**src/rtl/dca_matrix_row_packer.sv**
```systemverilog
// dca_matrix_row_packer
//
// Upstream feeder for the DCA matrix register. Scalars arrive over a
// valid/ready stream and are packed MATRIX_SIZE_PARA at a time into one
// tensor row. Each completed row is pushed with a single-cycle
// move_wenable strobe. After MATRIX_SIZE_PARA rows the block pulses done.
//
// Optional feature macro: DCA_ROW_PACKER_TRANSPOSE_EN
//   defined   : transpose pulses together with done. This turns the
//               column-major input stream into row-major register content.
//   undefined : transpose is tied to 0. The port is kept so the interface
//               stays the same in both builds.
//
// Ports:
//   clk              clock, rising edge
//   rstpp            asynchronous active-high reset
//   start            begin loading one matrix (honoured only when idle)
//   abort            drop the current load and return to idle (highest priority)
//   s_valid/s_ready  scalar stream handshake
//   s_data           scalar payload
//   move_wenable     one-cycle row push strobe
//   move_wdata_list  registered packed row; lane k at [k*BW_TENSOR_SCALAR +: BW_TENSOR_SCALAR]
//   busy             high while a load is in progress (FILL, PUSH, DONE)
//   done             one-cycle pulse after the last row push
//   transpose        transpose request to the matrix register

module dca_matrix_row_packer #(
    parameter int unsigned MATRIX_SIZE_PARA = 8,
    parameter int unsigned BW_TENSOR_SCALAR = 32,
    parameter int unsigned BW_TENSOR_ROW    = MATRIX_SIZE_PARA * BW_TENSOR_SCALAR
) (
    input  logic                        clk,
    input  logic                        rstpp,
    input  logic                        start,
    input  logic                        abort,
    input  logic                        s_valid,
    output logic                        s_ready,
    input  logic [BW_TENSOR_SCALAR-1:0] s_data,
    output logic                        move_wenable,
    output logic [BW_TENSOR_ROW-1:0]    move_wdata_list,
    output logic                        busy,
    output logic                        done,
    output logic                        transpose
);

    localparam int unsigned CntW = $clog2(MATRIX_SIZE_PARA);
    localparam logic [CntW-1:0] LastIdx = CntW'(MATRIX_SIZE_PARA - 1);

    localparam logic [1:0] StIdle = 2'd0;
    localparam logic [1:0] StFill = 2'd1;
    localparam logic [1:0] StPush = 2'd2;
    localparam logic [1:0] StDone = 2'd3;

    logic [1:0]               state_q, state_d;
    logic [CntW-1:0]          col_cnt_q, col_cnt_d;
    logic [CntW-1:0]          row_cnt_q, row_cnt_d;
    logic [BW_TENSOR_ROW-1:0] row_buf_q, row_buf_d;
    logic [BW_TENSOR_ROW-1:0] wdata_q, wdata_d;
    logic                     xfer;
    logic                     done_int;

    // abort masks the handshake so a scalar offered in that cycle is not consumed.
    assign s_ready      = (state_q == StFill) && !abort;
    assign xfer         = s_valid && s_ready;
    assign move_wenable = (state_q == StPush) && !abort;
    assign done_int     = (state_q == StDone) && !abort;
    assign done         = done_int;
    assign busy         = (state_q != StIdle);
    assign move_wdata_list = wdata_q;

`ifdef DCA_ROW_PACKER_TRANSPOSE_EN
    assign transpose = done_int;
`else
    assign transpose = 1'b0;
`endif

    always_comb begin
        state_d   = state_q;
        col_cnt_d = col_cnt_q;
        row_cnt_d = row_cnt_q;
        row_buf_d = row_buf_q;
        wdata_d   = wdata_q;

        // Lane write: first accepted scalar of a row lands in lane 0 (LSBs).
        if (xfer) begin
            for (int k = 0; k < int'(MATRIX_SIZE_PARA); k++) begin
                if (col_cnt_q == CntW'(k)) begin
                    row_buf_d[k*BW_TENSOR_SCALAR +: BW_TENSOR_SCALAR] = s_data;
                end
            end
        end

        if (abort) begin
            state_d   = StIdle;
            col_cnt_d = '0;
            row_cnt_d = '0;
        end else begin
            case (state_q)
                StIdle: begin
                    if (start) begin
                        state_d   = StFill;
                        col_cnt_d = '0;
                        row_cnt_d = '0;
                    end
                end
                StFill: begin
                    if (xfer) begin
                        if (col_cnt_q == LastIdx) begin
                            col_cnt_d = '0;
                            state_d   = StPush;
                            // Output row is captured here so it is stable during PUSH.
                            wdata_d   = row_buf_d;
                        end else begin
                            col_cnt_d = col_cnt_q + 1'b1;
                        end
                    end
                end
                StPush: begin
                    if (row_cnt_q == LastIdx) begin
                        row_cnt_d = '0;
                        state_d   = StDone;
                    end else begin
                        row_cnt_d = row_cnt_q + 1'b1;
                        state_d   = StFill;
                    end
                end
                StDone: begin
                    state_d = StIdle;
                end
                default: begin
                    state_d = StIdle;
                end
            endcase
        end
    end

    always_ff @(posedge clk or posedge rstpp) begin
        if (rstpp) begin
            state_q   <= StIdle;
            col_cnt_q <= '0;
            row_cnt_q <= '0;
            row_buf_q <= '0;
            wdata_q   <= '0;
        end else begin
            state_q   <= state_d;
            col_cnt_q <= col_cnt_d;
            row_cnt_q <= row_cnt_d;
            row_buf_q <= row_buf_d;
            wdata_q   <= wdata_d;
        end
    end

endmodule

```
**config.mk**
```make
export PLATFORM = sky130hd
export DESIGN_NAME = dca_matrix_row_packer
export DESIGN_NICKNAME = d
export VERILOG_FILES = /design/src/rtl/dca_matrix_row_packer.sv
export SDC_FILE = /design/constraint.sdc
export NUM_CORES = 1
export LEC_CHECK = 0
export CAP_MARGIN = 20
export CORE_UTILIZATION = 28
export DETAILED_ROUTE_END_ITERATION = 10
export RECOVER_POWER = 25
export SETUP_SLACK_MARGIN = 0.05
export SLEW_MARGIN = 15
export SYNTH_ARGS = -nofsm -noshare
export SYNTH_HDL_FRONTEND = slang
export SYNTH_SLANG_ARGS = --single-unit
```
**constraint.sdc**
```tcl
create_clock -name clk -period 29.3 [get_ports clk]
set_clock_uncertainty 0.1 [all_clocks]
set_input_delay 2.93 -clock clk [delete_from_list [all_inputs] [get_ports clk]]
set_output_delay 2.93 -clock clk [all_outputs]
set_load 0.01 [all_outputs]
```
==> results of run 1 <==
-- sequential cells by signal, summed over array words and instances, names as in the netlist --
| register | flops |
|---|---|
| row_buf_q | 224 |
| state_q | 2 |
| row_cnt_q | 3 |
| col_cnt_q | 3 |
| move_wdata_list | 256 |
-- cell usage in the layout, fill, tap and decap left out, types with 2 or more instances in the layout --
cell type        netlist  final
inv_1                  4      3
nand4bb_4              0      2
nand3_1              129    129
buf_16                 0      2
inv_6                  0      7
nand2_1              259    258
clkinvlp_4             0      3
clkdlybuf4s50_1        0    162
clkinv_2               0      8
clkbuf_8               0     10
diode_2                0      4
mux2_4                32     32
nor2_1                 5      5
mux2_2                32     32
buf_12                 0      2
dlygate4sd3_1          0    133
clkbuf_16              0     52
o21ai_0              192    192
clkbuf_1             121     10
and4bb_2               7      5
nor4bb_1              27     27
nor2b_1                3      2
and4bb_4               0      2
buf_4                 18     46
nand3b_1               5      5
a22oi_1                3      3
o21bai_1               2      2
bufinv_16              0      5
a21oi_1              258    258
dfrtp_1              488    487
ha_1                   8      8
a31oi_1              192    192
mux2i_1               35     35
-- layout make-up --
type / count / share of cell area, %
Inverter: 4 / 0.0634
Clock buffer: 70 / 5.73
Timing Repair Buffer: 348 / 13.3
Antenna cell: 4 / 0.0390
Sequential cell: 488 / 47.6
Tap cell: 950 / 4.64
Clock inverter: 24 / 1.19
Multi-Input combinational cell: 1207 / 27.4
-- report_power, final --
group	internal [mW]	total [mW]	switching, mW	leakage (nW)
Clock	0.398	0.685	0.286	0.868
Combinational	0.0234	0.0978	0.0744	4.92
Sequential	0.698	0.704	0.00599	6.75
Total	1.12	1.49	0.367	12.5
-- kinds of logic (layout without fill, tap and decap cells) --
logic type,Yosys count,in the layout,share of synthesized area (%)
AO/OA/AOI/OAI,647,647,17.2
flip-flops,488,488,60.1
other,1,5,0.0185
adder cells (fa/ha/maj),8,8,0.493
buffers and inverters,217,446,5.52
AND/OR/NAND/NOR,451,451,10.7
multiplexers,100,100,5.92
-- worst paths after layout --
check	start	endpoint	slack [ns]	depth (start not counted)
setup / recovery	rstpp	move_wdata_list[58]	19.17	6
hold reg to reg	row_buf_q[100]	row_buf_q[100]	0.39	1
hold / removal	row_buf_q[100]	row_buf_q[100]	0.39	1
max in group clk	s_valid	move_wdata_list[244]	20.88	7
setup reg to reg	col_cnt_q[2]	move_wdata_list[244]	24.38	6
min in group asynchronous	rstpp	move_wdata_list[111]	4.63	2
-- routing by layer --
| metal | GRT usage [%] | wire length [um] | share of wire (%) | vias to the layer above |
|---|---|---|---|---|
| met5 | 0 | 12 | 0.016 | - |
| met3 | 4.87 | 6830 | 9.1 | 126 |
| met4 | 6.77 | 2400 | 3.2 | 2 |
| met2 | 31.5 | 35100 | 47 | 818 |
| li1 | - | - | - | 7198 |
| met1 | 27.0 | 30800 | 41 | 8452 |
-- stage by stage --
stage                     worst slack (ns)  cell area, um2
after floorplan                      12.65           20300
after global placement               21.48           23800
after detailed placement             21.38           23800
after CTS                            21.77           25600
after global routing                 17.68           25600
final                                19.17           25600
-- critical path, cell delays in order --
cell,delay [ns]
dlygate4sd3_1,0.54
clkinvlp_2,3.41
buf_4,1.03
buf_4,0.73
buf_4,0.86
buf_4,0.91
==> flow_metrics.env, run 1 <==
export IMPL_max_slew_margin_rel_pct=-318
export IMPL_cts_tree="built"
export IMPL_multi_input_area_mm2=0.00703
export IMPL_ir_worst_vdd_v=0.0000410
export IMPL_grt_pass1_vias=16465
export IMPL_synth_most_common_cell="dfrtp_1"
export IMPL_worstSkewPairLatency_ns=0.61
export IMPL_yosys_area_top_type="dfrtp_1"
export IMPL_fin_util_pct=35.8
export IMPL_port_buffers=296
export IMPL_firstDrtPassIters=5
export IMPL_die_h_um=271
export IMPL_drc=0
export IMPL_gp_congestion=0.767
export IMPL_yosys_warnings=0
export IMPL_status="complete, but fails checks"
export IMPL_path_clk_slew_ns=0.06
export IMPL_fin_crit_sh_pct=34.6
export IMPL_critPathArrivalTime_ns=10.61
export IMPL_grt_remaining_overflow=0
export IMPL_rsz0062_at_grt="no"
export IMPL_hp_class="reg2reg"
export IMPL_synth_edf_count=0
export IMPL_slew_viol_final=218
export IMPL_die_w_um=271
export IMPL_cts_resized=0
export IMPL_start_util_pct=28.4
export IMPL_layout_drive_gt1_share_pct=10.3
export IMPL_drt_wirelength_per_cell_um=24.3
export IMPL_drtIter0Drc=1631
export IMPL_seq_area_mm2=0.0122
export IMPL_synthCells=1912
export IMPL_grt_use_total_pct=20.1
export IMPL_synth_top_area_share_pct=60.1
export IMPL_dieArea_mm2=0.0736
export IMPL_boundaryPins=298
export IMPL_clk_path_buf_depth=3
export IMPL_critPathCaptureType="async pin"
export IMPL_hold_buffers=0
export IMPL_power_leakage_nw=12.5
export IMPL_cts_setup_buffers=0
export IMPL_synth_common_cells="488 x dfrtp_1, 259 x nand2_1, 258 x a21oi_1, 192 x a31oi_1, 192 x o21ai_0"
export IMPL_p_per_area_mw_per_mm2=58.0
export IMPL_tightest_slew_ns=6.23
export IMPL_htreeDepth=2
export IMPL_vias_per_cell=5.36
export IMPL_nets=2146
export IMPL_path_class="in2async"
export IMPL_rows=98
export IMPL_dpl_hpwl_mm=44.3
export IMPL_startpoint_type="input port"
export IMPL_violations="capacitance limit, slew limit"
export IMPL_period_needed_ns=10.13
export IMPL_fin_tns_setup_ns=0
export IMPL_syn_area_mm2=0.0203
export IMPL_synth_seq_cells=488
export IMPL_max_freq_mhz=98.7
export IMPL_timing_hold_ws_ns=0.386
export IMPL_grt_max_degree=140
export IMPL_dp_cells=2995
export IMPL_required_ns=29.77
export IMPL_numCtsBuffers=52
export IMPL_ys_types=37
export IMPL_finalPower_mw=1.49
export IMPL_stdcell_count=3095
export IMPL_yosysSeqAreaShare_pct=60.1
export IMPL_fillers=7103
export IMPL_cp_max_fo=139
export IMPL_synth_main_ff_cell="dfrtp_1"
export IMPL_drt_total_wl_mm=75.2
export IMPL_postRouteAntennaNets=0
export IMPL_setup_violations=0
export IMPL_netlist_top_cells_area="dfrtp_1 60%, a21oi_1 6.4%, a31oi_1 5.9%"
export IMPL_core_mm2=0.0716
export IMPL_syn_nets=1957
export IMPL_cts_sinks=488
export IMPL_maxCapViolCount=3
export IMPL_async_reset_ff_share_pct=100
export IMPL_vias=16596
export IMPL_area_growth_synth_to_final_pct=26.3
export IMPL_cts_root_buf="clkbuf_16"
export IMPL_postSynthAreaPerCell_um2=10.6
export IMPL_finalHoldViolCount=0
export IMPL_grt_pass1_wl_mm=111
export IMPL_antenna_found_initial=6
Note: power is estimated with default switching activity, not from simulation.
==> run 2: changes to the inputs <==
clock period = 9.8 ns   (was 29.3 ns; I/O delays follow)
==> flow_metrics.env, run 2 (same netlist as run 1, synthesis figures left out) <==
export IMPL_power_leakage_nw=12.4
export IMPL_critPathSlowestCell="clkbuf_1"
export IMPL_grt_pass1_vias=16061
export IMPL_layout_drive_gt1_share_pct=10.1
export IMPL_drtIter0Drc=1803
export IMPL_startpoint_type="input port"
export IMPL_port_buffers=296
export IMPL_finalPower_mw=4.54
export IMPL_nets=2137
export IMPL_period_needed_ns=5.63
export IMPL_dieArea_mm2=0.0736
export IMPL_drt_total_wl_mm=75.2
export IMPL_worstSkewPairLatency_ns=0.60
export IMPL_critPathBufInv=3
export IMPL_holdPathStages=1
export IMPL_rows=98
export IMPL_max_slew_margin_rel_pct=-16.1
export IMPL_layout_common_cells="488 x dfrtp_1, 258 x nand2_1, 258 x a21oi_1"
export IMPL_path_cells="dlygate4sd3_1 -> clkbuf_1 -> and3b_4 -> and2_4 -> buf_4 -> mux2_4"
export IMPL_maxCapViolCount=3
export IMPL_violations="capacitance limit, slew limit"
export IMPL_fin_crit_sh_pct=57.4
export IMPL_finalHoldViolCount=0
export IMPL_pre_cts_ws_ns=4.64
export IMPL_critPathCaptureType="flop"
export IMPL_cts_sinks=488
export IMPL_path_class="in2reg"
export IMPL_pwr_share_comb_pct=6.3
export IMPL_grt_remaining_overflow=0
export IMPL_ir_worst_vdd_v=0.0000967
export IMPL_grt_use_total_pct=20.1
export IMPL_critical_path_top_delay_family="buffers and inverters"
export IMPL_cts_tree="built"
export IMPL_top_usage_layer="met2"
export IMPL_seq_area_mm2=0.0122
export IMPL_grt_pass1_wl_mm=110
export IMPL_firstDrtPassIters=6
export IMPL_cts_setup_buffers=0
export IMPL_dpl_hpwl_mm=44.1
export IMPL_max_freq_mhz=178
export IMPL_fillers=7051
export IMPL_grt_max_degree=189
export IMPL_tightest_slew_ns=1.74
export IMPL_antenna_found_initial=6
export IMPL_setup_violations=0
export IMPL_start_util_pct=28.4
export IMPL_p_sw_share_pct=24.1
export IMPL_cts_root_buf="clkbuf_16"
export IMPL_numCtsBuffers=53
export IMPL_p_per_area_mw_per_mm2=177
export IMPL_clk_path_buf_depth=3
export IMPL_hold_buffers=0
export IMPL_cts_resized=0
export IMPL_gp_congestion=0.758
export IMPL_grtUsageMet2_pct=31.8
export IMPL_r2r_start="state_q[1]"
export IMPL_clkPwrFrac_pct=47.3
export IMPL_vias=16444
export IMPL_hp_class="reg2reg"
export IMPL_critPathArrivalTime_ns=6.00
export IMPL_die_h_um=271
export IMPL_p_int_mw=3.44
export IMPL_vias_per_cell=5.32
export IMPL_power_frac_seq_pct=46.4
export IMPL_drt_wirelength_per_cell_um=24.4
export IMPL_hold_end="row_buf_q[125]"
export IMPL_grtUsageMet3_pct=4.62
export IMPL_worstHoldStart="row_buf_q[125]"
export IMPL_die_w_um=271
export IMPL_gr_usage_met1_pct=26.8
export IMPL_area_growth_synth_to_final_pct=26.4
export IMPL_postRouteAntennaNets=0
export IMPL_cp_max_fo=68
export IMPL_r2r_end="move_wdata_list[234]"
export IMPL_fin_tns_setup_ns=0
export IMPL_slew_viol_final=127
export IMPL_status="complete, but fails checks"
export IMPL_crit_path_max_incr_delay_ns=1.27
export IMPL_startpoint="s_valid"
export IMPL_drc=0
export IMPL_rsz0062_at_grt="no"
export IMPL_largest_register_ffs=256
export IMPL_reg2reg_slack_ns=5.17
export IMPL_boundaryPins=298
export IMPL_htreeDepth=2
export IMPL_setup_ws_ns=4.17
export IMPL_layout_commonest_cell="dfrtp_1"
export IMPL_required_ns=10.17
export IMPL_multi_input_area_mm2=0.00703
export IMPL_path_clk_slew_ns=0.06
export IMPL_reg2reg_depth=4
export IMPL_power_switching_mw=1.09
export IMPL_core_mm2=0.0716
==> run 2: changes by cell type in the layout (fill, tap and decap cells not counted), sizes merged <==
cell	previous run	this run
inv	10	6
clkbuf	72	78
clkinvlp	4	5
clkdlybuf4s50	162	192
buf	51	43
bufinv	5	6
dlygate4sd3	133	102
clkinv	9	8
==> run 2: how the worst max path moves through the flow <==
stage | slack [ns] | to | cells after the start
finish | 4.17 | move_wdata_list[234] | 6
global route | 3.90 | move_wdata_list[234] | 6
CTS | 5.27 | move_wdata_list[234] | 6
detailed placement | 4.64 | move_wdata_list[234] | 6
global placement | 4.66 | move_wdata_list[238] | 6
floorplan | 2.10 | col_cnt_q[0] | 1
==> run 2: stage by stage <==
stage	util (%)	instances	area (um2)	hold WS [ns]
after global placement	33.2	2985	23800	0.371
final	35.8	3089	25700	0.405
after floorplan	-	1912	20300	0.358
after detailed placement	33.2	2986	23800	0.396
after global routing	35.8	3087	25700	0.423
after CTS	35.8	3084	25600	0.409
==> run 2: area by class of cell <==
type	instances	area share (%)
sequential	488	47.6
clock inverter	21	1.10
multi-input combinational	1207	27.4
timing repair buffer	338	13.0
clock buffer	77	6.23
tap	950	4.63
antenna	4	0.0390
inverter	4	0.0634
==> run 2: power groups by stage <==
stage	registers, mW	clock network, mW	logic, mW
after floorplan	2.14	0	0.168
after global placement	2.14	0	0.281
after detailed placement	2.14	0	0.289
after CTS	2.10	2.19	0.290
after global routing	2.11	2.27	0.317
final	2.10	2.14	0.288
==> run 2: worst register-to-register path, cell delays in order (launching register included) <==
cell     delay, ns
dfrtp_1       1.03
and3b_4       1.23
and2_4        0.90
buf_4         0.86
mux2_4        0.39
==> run 2: metal layers <==
metal | share of wire (%) | vias up
li1 | - | 7165
met1 | 42 | 8421
met2 | 47 | 733
met3 | 7.7 | 125
met4 | 3.8 | 0
met5 | 0 | -
==> run 3: changes to the inputs <==
clock period = 5.3 ns   (was 9.8 ns; I/O delays follow)
==> flow_metrics.env, run 3 (same netlist as run 1, synthesis figures left out) <==
export IMPL_critPathCaptureType="primary output"
export IMPL_power_switching_mw=2.03
export IMPL_numCtsBuffers=54
export IMPL_gp_congestion=0.776
export IMPL_fillers=7062
export IMPL_grt_use_total_pct=20.1
export IMPL_clk_path_buf_depth=3
export IMPL_nets=2153
export IMPL_critPathBufInv=1
export IMPL_dpl_hpwl_mm=45.1
export IMPL_power_frac_seq_pct=46.7
export IMPL_htreeDepth=2
export IMPL_vias=16598
export IMPL_layout_commonest_cell="dfrtp_1"
export IMPL_path_cells="nor2b_1 -> nor2b_1 -> clkdlybuf4s50_1"
export IMPL_required_ns=4.67
export IMPL_worstSkewPairLatency_ns=0.59
export IMPL_clkPwrFrac_pct=46.8
export IMPL_grt_pass1_wl_mm=111
export IMPL_setup_violations=0
export IMPL_ir_worst_vdd_v=0.000235
export IMPL_finalHoldViolCount=0
export IMPL_slew_viol_final=276
export IMPL_port_buffers=296
export IMPL_rsz0062_at_grt="no"
export IMPL_layout_common_cells="488 x dfrtp_1, 294 x clkdlybuf4s50_1, 258 x nand2_1, 258 x a21oi_1"
export IMPL_hold_buffers=0
export IMPL_status="complete, but fails checks"
export IMPL_area_growth_synth_to_final_pct=26.7
export IMPL_timing_hold_ws_ns=0.405
export IMPL_critPathSlowestCell="dfrtp_1"
export IMPL_core_mm2=0.0716
export IMPL_cts_sinks=488
export IMPL_crit_path_max_incr_delay_ns=1.51
export IMPL_start_util_pct=28.4
export IMPL_postRouteAntennaNets=0
export IMPL_largest_register_ffs=256
export IMPL_seq_area_mm2=0.0122
export IMPL_rows=98
export IMPL_firstDrtPassIters=6
export IMPL_tightest_slew_ns=2.77
export IMPL_cts_tree="built"
export IMPL_critPathArrivalTime_ns=3.46
export IMPL_drc=0
export IMPL_path_class="reg2out"
export IMPL_p_sw_share_pct=24.3
export IMPL_drt_wirelength_per_cell_um=24.5
export IMPL_pwr_share_comb_pct=6.5
export IMPL_max_freq_mhz=245
export IMPL_die_h_um=271
export IMPL_antenna_found_initial=9
export IMPL_fin_util_pct=35.9
export IMPL_dieArea_mm2=0.0736
export IMPL_p_per_area_mw_per_mm2=324
export IMPL_power_leakage_nw=12.1
export IMPL_die_w_um=271
export IMPL_hp_class="in2async"
export IMPL_critical_path_top_delay_family="flip-flops"
export IMPL_grt_max_degree=179
export IMPL_path_clk_slew_ns=0.06
export IMPL_cts_setup_buffers=0
export IMPL_vias_per_cell=5.34
export IMPL_period_needed_ns=4.09
export IMPL_p_int_mw=6.30
export IMPL_cp_max_fo=50
export IMPL_multi_input_area_mm2=0.00703
export IMPL_cts_resized=0
export IMPL_layout_drive_gt1_share_pct=10.5
export IMPL_violations="capacitance limit, slew limit"
export IMPL_grt_remaining_overflow=0
export IMPL_drtIter0Drc=1718
export IMPL_drt_total_wl_mm=76.1
export IMPL_boundaryPins=298
export IMPL_grt_pass1_vias=16353
export IMPL_fin_crit_sh_pct=77.1
export IMPL_crit_top_cell="nor2b_1"
export IMPL_maxCapViolCount=3
export IMPL_cts_root_buf="clkbuf_16"
export IMPL_startpoint_type="flop"
export IMPL_max_slew_margin_rel_pct=-84.5
run 3: per-stage QoR:
step           TNS [ns]  power, mW  setup slack, ns  instance area [um2]  std cells
2_1_floorplan   -949.96       4.26            -1.95                20300       1912
3_3_place_gp          0       4.48             1.64                23900       3000
3_5_place_dp          0       4.51             1.61                23900       3001
4_1_cts               0       8.42             1.57                25700       3101
5_1_grt               0       8.61            0.892                25700       3102
6_report              0       8.33             1.21                25700       3110
run 3: layout make-up:
class	instances	area share [%]
well taps	950	4.62
clock buffers	76	6.12
repair buffers	353	13.3
flip-flops and latches	488	47.5
clock inverters	24	1.05
inverters	4	0.0632
multi-input cells	1207	27.3
diodes	8	0.0778
run 3: routing by layer:
layer | wire length (um) | global-route usage, % | vias up | share of wire, %
met5 | 8 | 0 | - | 0.011
met4 | 2750 | 7.05 | 2 | 3.6
met3 | 6500 | 5.20 | 132 | 8.5
met2 | 35500 | 32.0 | 726 | 47
met1 | 31300 | 26.4 | 8518 | 41
li1 | - | - | 7220 | -
run 3: power groups by stage:
| stage | clock network (mW) | logic, mW | registers (mW) |
|---|---|---|---|
| finish | 3.90 | 0.540 | 3.89 |
| global route | 4.12 | 0.592 | 3.90 |
| CTS | 3.98 | 0.550 | 3.89 |
| detailed placement | 0 | 0.548 | 3.96 |
| global placement | 0 | 0.531 | 3.95 |
| floorplan | 0 | 0.311 | 3.95 |
run 3: worst paths after layout:
check | startpoint | endpoint | slack [ns] | depth (start not counted)
setup / recovery | state_q[1] | move_wenable | 1.21 | 3
hold / removal | rstpp | move_wdata_list[143] | 0.41 | 2
setup reg to reg | state_q[1] | move_wdata_list[207] | 1.47 | 5
hold reg to reg | row_buf_q[100] | row_buf_q[100] | 0.41 | 1
max in group asynchronous | rstpp | move_wdata_list[136] | 1.46 | 4
min in group clk | row_buf_q[100] | row_buf_q[100] | 0.41 | 1
run 3: worst register-to-register path, delay by kind of cell, from the launching register on:
family | cells | cell delay (ns)
compound gates | 2 | 0.49
buf+inv | 2 | 1.55
flops | 1 | 1.03
simple gates | 1 | 0.60
==> patch 1: new RTL, flow settings as in run 3 <==
Make the reset (`rstpp`) synchronous in one clocked block. Comments in the files are not updated.
--- a/src/rtl/dca_matrix_row_packer.sv
+++ b/src/rtl/dca_matrix_row_packer.sv
@@ -136,3 +136,3 @@
 
-    always_ff @(posedge clk or posedge rstpp) begin
+    always_ff @(posedge clk) begin
         if (rstpp) begin
Check against the original RTL: differs if rstpp is asserted again (counterexample within 4 cycles, from zero or initial values and one cycle with rstpp high); with rstpp held inactive, the same outputs for 4 cycles.
==> patch 1 against run 3 <==
Via count grew 8.0%; sequential cell count is the same; wire length shrank 2.7%; cell area shrank 8.0%; area after synthesis shrank 8.4%; setup slack gained 1.0 ns; fmax grew 32%; die area shrank 8.4%; count of clock-buffer cells in the layout grew 4; highest routed layer unchanged.
Power is not compared: it rests on default switching activity, and its combinational part moved more than twofold at a synthesized area within 25%.
==> patch 1: results (changes against run 3) <==
stage;metric;value;unit;change
status;status;finished, final reports clean;;
synth;post-synthesis async set-or-reset flop share;0;%;-100 points
place;Place WS;1.86;ns;+0.245 ns
layout;Layout Cells excl Fill;3089;;-0.68%
global_route;global-route wire length before repair;106000;µm;-4.4%
synth;syn nets;2121;;+8.4%
place;Placer Congestion;0.773;;-0.41%
worst_setup_path;Worst R2R Start;col_cnt_q[0];;
worst_setup_path;worst setup path start;abort;;
layout;fraction of layout instances using a drive strength above 1;6.39;%;-4.1 points
place;placed cell area;0.0219;mm²;-8.2%
synth;top cells by area, synth;dfxtp_1 (53%), a21oi_1 (13%), a311oi_1 (9.0%), nand3_1 (6.9%), o21ai_0 (6.4%);;
place;Detail Placement HPWL;42000;µm;-6.8%
worst_setup_path;Largest delay share family, worst path;simple AND/OR/NAND/NOR gates;;
layout;fillers;6483;;-8.2%
route;WL per Instance;24.0;µm;-2.0%
global_route;initial antenna violation count;4;;-5
worst_setup_path;critical-path maximum fanout;35;;-30%
timing;Worst Max-Slew Pin Slew;1.27;ns;-1.50 ns
synth;Distinct cells, synth;34;;-8.1%
synth;syn avg cell area;8.96;µm²;-16%
route;Initial DRC Count;2173;;+26%
global_route;vias in the first global route;16200;;-1.0%
layout;nets;2231;;+3.6%
clock_network;total CTS buffers;52;;-3.7%
worst_setup_path;Largest stage delay, worst path;1.21;ns;-0.30 ns
synth;Post-synth top cells;dfxtp_1 (488), a21oi_1 (480), nand3_1 (256);;
route;TritonRoute pass-1 iters;7;;+1
worst_setup_path;WP data arrival;3.47;ns;about the same
global_route;largest net degree at the start of global routing;169;;-5.6%
global_route;gr usage total;20.8;%;+0.71 points
synth;Seq/Total Area, Yosys;52.5;%;-7.6 points
route;post-DR vias/cell;5.80;;+8.7%
min_path;Hold Path Class;register to register;;
-- patch 1: cells by family after synthesis --
logic type	Yosys count	synth area share, %
AOI/OAI and AO/OA	971	30.6
adders and majority gates	8	0.538
buffers and inverters	291	6.63
DFF	488	52.5
muxes	33	1.78
other	1	0.0202
and+or+nand+nor	284	7.91
-- patch 1: per-layer routing --
metal / wire [µm] / vias up / global-route usage [%] / share of wire (%)
met5: 13 / - / 0 / 0.018
met4: 2750 / 2 / 8.19 / 3.7
met3: 6260 / 141 / 3.85 / 8.4
met2: 34000 / 821 / 32.8 / 46
met1: 31100 / 8938 / 28.0 / 42
li1: - / 8021 / - / -
-- patch 1: area by class of cell --
| type | count | area (µm²) | area share [%] |
|---|---|---|---|
| well taps | 864 | 1080 | 4.57 |
| repair buffers | 342 | 3440 | 14.5 |
| flip-flops and latches | 488 | 9770 | 41.3 |
| clock inverters | 11 | 91.3 | 0.386 |
| clock buffers | 80 | 1610 | 6.79 |
| diodes | 2 | 5.00 | 0.0211 |
| multi-input cells | 1297 | 7660 | 32.4 |
| inverters | 5 | 18.8 | 0.0793 |
-- patch 1: power by group --
part | switching, µW | internal [µW]
logic | 211 | 51.4
clock network | 1500 | 2120
registers | 2.24 | 3670
-- patch 1: worst register-to-register path: stages (launching register included) --
cell	delay, ns
dfxtp_1	0.41
ha_1	0.26
ha_4	0.57
inv_2	0.46
nor2_4	0.29
buf_12	0.38
a311oi_1	0.41
-- patch 1: final timing paths --
check | end | slack, ns | cells past startpoint
worst max register to register | move_wdata_list[146] | 2.26 | 6
worst max-delay path | move_wdata_list[136] | 2.21 | 5
worst min-delay path | row_buf_q[99] | 0.37 | 2
worst min register to register | row_buf_q[99] | 0.37 | 2
==> patch 2: new RTL, config.mk and constraints of run 3 <==
Made on the original files. Add a define of `DCA_ROW_PACKER_TRANSPOSE_EN`.
--- a/src/rtl/dca_matrix_row_packer.sv
+++ b/src/rtl/dca_matrix_row_packer.sv
@@ -25,2 +25,4 @@
 //   transpose        transpose request to the matrix register
+
+`define DCA_ROW_PACKER_TRANSPOSE_EN
 
Function: same outputs for any inputs over 4 cycles, from zero or initial values and one cycle with rstpp high; that may be too few to reach the edited logic, so the function may still have changed.
==> patch 2 against run 3 <==
The run still ends with capacitance limit, slew limit left; wire length shrank 2.9%; sequential cell count is the same; register-to-register slack better by 0.48 ns; power fell by 1.7%; area after synthesis about the same; cell area down 0.19%; core utilization down 0.066 points; combinational power is 2% lower; setup slack improved by 0.25 ns; sequential share of layout area grew 0.088 points; first-iteration DRC count fell by 3.0%.
==> patch 2: results (changes against run 3) <==
stage;metric;value;unit;change
global_route;GR Layer Usage met3;4.44;%;-0.76 points
synth;Distinct cells, synth;36;;-2.7%
route;metal3 WL;5350;µm;-18%
worst_setup_path;r2r worst-path depth;3;;-2
layout;bufs w/o clock;355;;+0.57%
route;met2 wire length;33200;µm;-6.5%
synth;syn nets;1956;;-0.051%
synth;Compound-Gate Fraction of Synth Area;17.2;%;about the same
route;WL per Instance;23.8;µm;-2.6%
place;Detail Placement HPWL;43800;µm;-2.9%
place;Placer Congestion;0.787;;+1.3%
clock_network;total CTS buffers;56;;+3.7%
synth;synthesized instance count;1911;;-0.052%
layout;fraction of layout instances using a drive strength above 1;10.2;%;-0.28 points
timing;Rel. slew slack;-25.6;%;+59 points
layout;Area growth syn-to-layout;26.5;%;
layout;multi-input combinational cell count;1206;;-0.083%
timing;Max Slew Vio Count;106;;-62%
route;post-DR vias/cell;5.30;;-0.60%
route;Initial DRC Count;1666;;-3.0%
layout;Layout Cells excl Fill;3102;;-0.26%
layout;fillers;7070;;+0.11%
layout;Seq Cell Count;488;;unchanged
timing;Post-Route Hold Slack;0.372;ns;-0.0328 ns
route;Top Layer Used;met4;;
layout;Layout clock buffers;81;;+6.6%
global_route;gr usage total;19.7;%;-0.40 points
route;TritonRoute pass-1 iters;5;;-1
layout;signal buffers share of area;13.5;%;+0.25 points
worst_setup_path;WP data arrival;3.21;ns;-0.25 ns
worst_setup_path;Largest stage delay, worst path;1.49;ns;-0.02 ns
synth;post-synth top area share;60.2;%;about the same
layout;Antenna diodes;0;;-8
status;failing checks;capacitance limit, slew limit;;
status;status;finished, violations left;;
global_route;largest net degree at the start of global routing;226;;+26%
layout;ClkCell Share;6.89;%;-0.28 points
flow_run;Max-cap violations;3;;unchanged
global_route;met1 global-route usage;26.9;%;+0.54 points
power;peak supply drop;209;µV;-11%
synth;Seq/Total Area, Yosys;60.2;%;about the same
global_route;global-route wire length before repair;110000;µm;-1.5%
worst_setup_path;Worst R2R Setup Slack;1.95;ns;+0.48 ns
place;Place WS;2.07;ns;+0.462 ns
route;wl on met1;32400;µm;+3.4%
global_route;met2 Use GR;30.3;%;-1.7 points
synth;top cells by area, synth;dfrtp_1 (60%), a21oi_1 (6.4%), a31oi_1 (5.9%), nand2_1 (4.8%), o21ai_0 (4.7%);;
worst_setup_path;Worst R2R End;move_wdata_list[180];;
-- patch 2: changes by cell type after synthesis --
| cell | delta |
|---|---|
| conb_1 | -1 |
-- patch 2: cells by family (layout without fill, tap and decap cells) --
family	Yosys count	after routing
and+or+nand+nor	451	451
buffers and inverters	217	458
DFF	488	488
AOI/OAI and AO/OA	647	647
muxes	100	100
adders and majority gates	8	8
-- patch 2: power by group --
group	internal (µW)	total, µW	switching, µW
clock network	2190	3760	1570
registers	3860	3890	33.5
logic	130	530	401
total	6180	8180	2000
-- patch 2: worst max path at each step --
stage                           from                    to  slack (ns)  depth (start not counted)
after floorplan                rstpp          col_cnt_q[0]       -1.95                          1
after global placement       s_valid  move_wdata_list[162]        2.14                          5
after detailed placement  state_q[0]   move_wdata_list[71]        2.07                          5
after CTS                 state_q[1]          move_wenable        1.94                          3
after global routing      state_q[1]          move_wenable        1.25                          3
final                     state_q[1]          move_wenable        1.46                          3
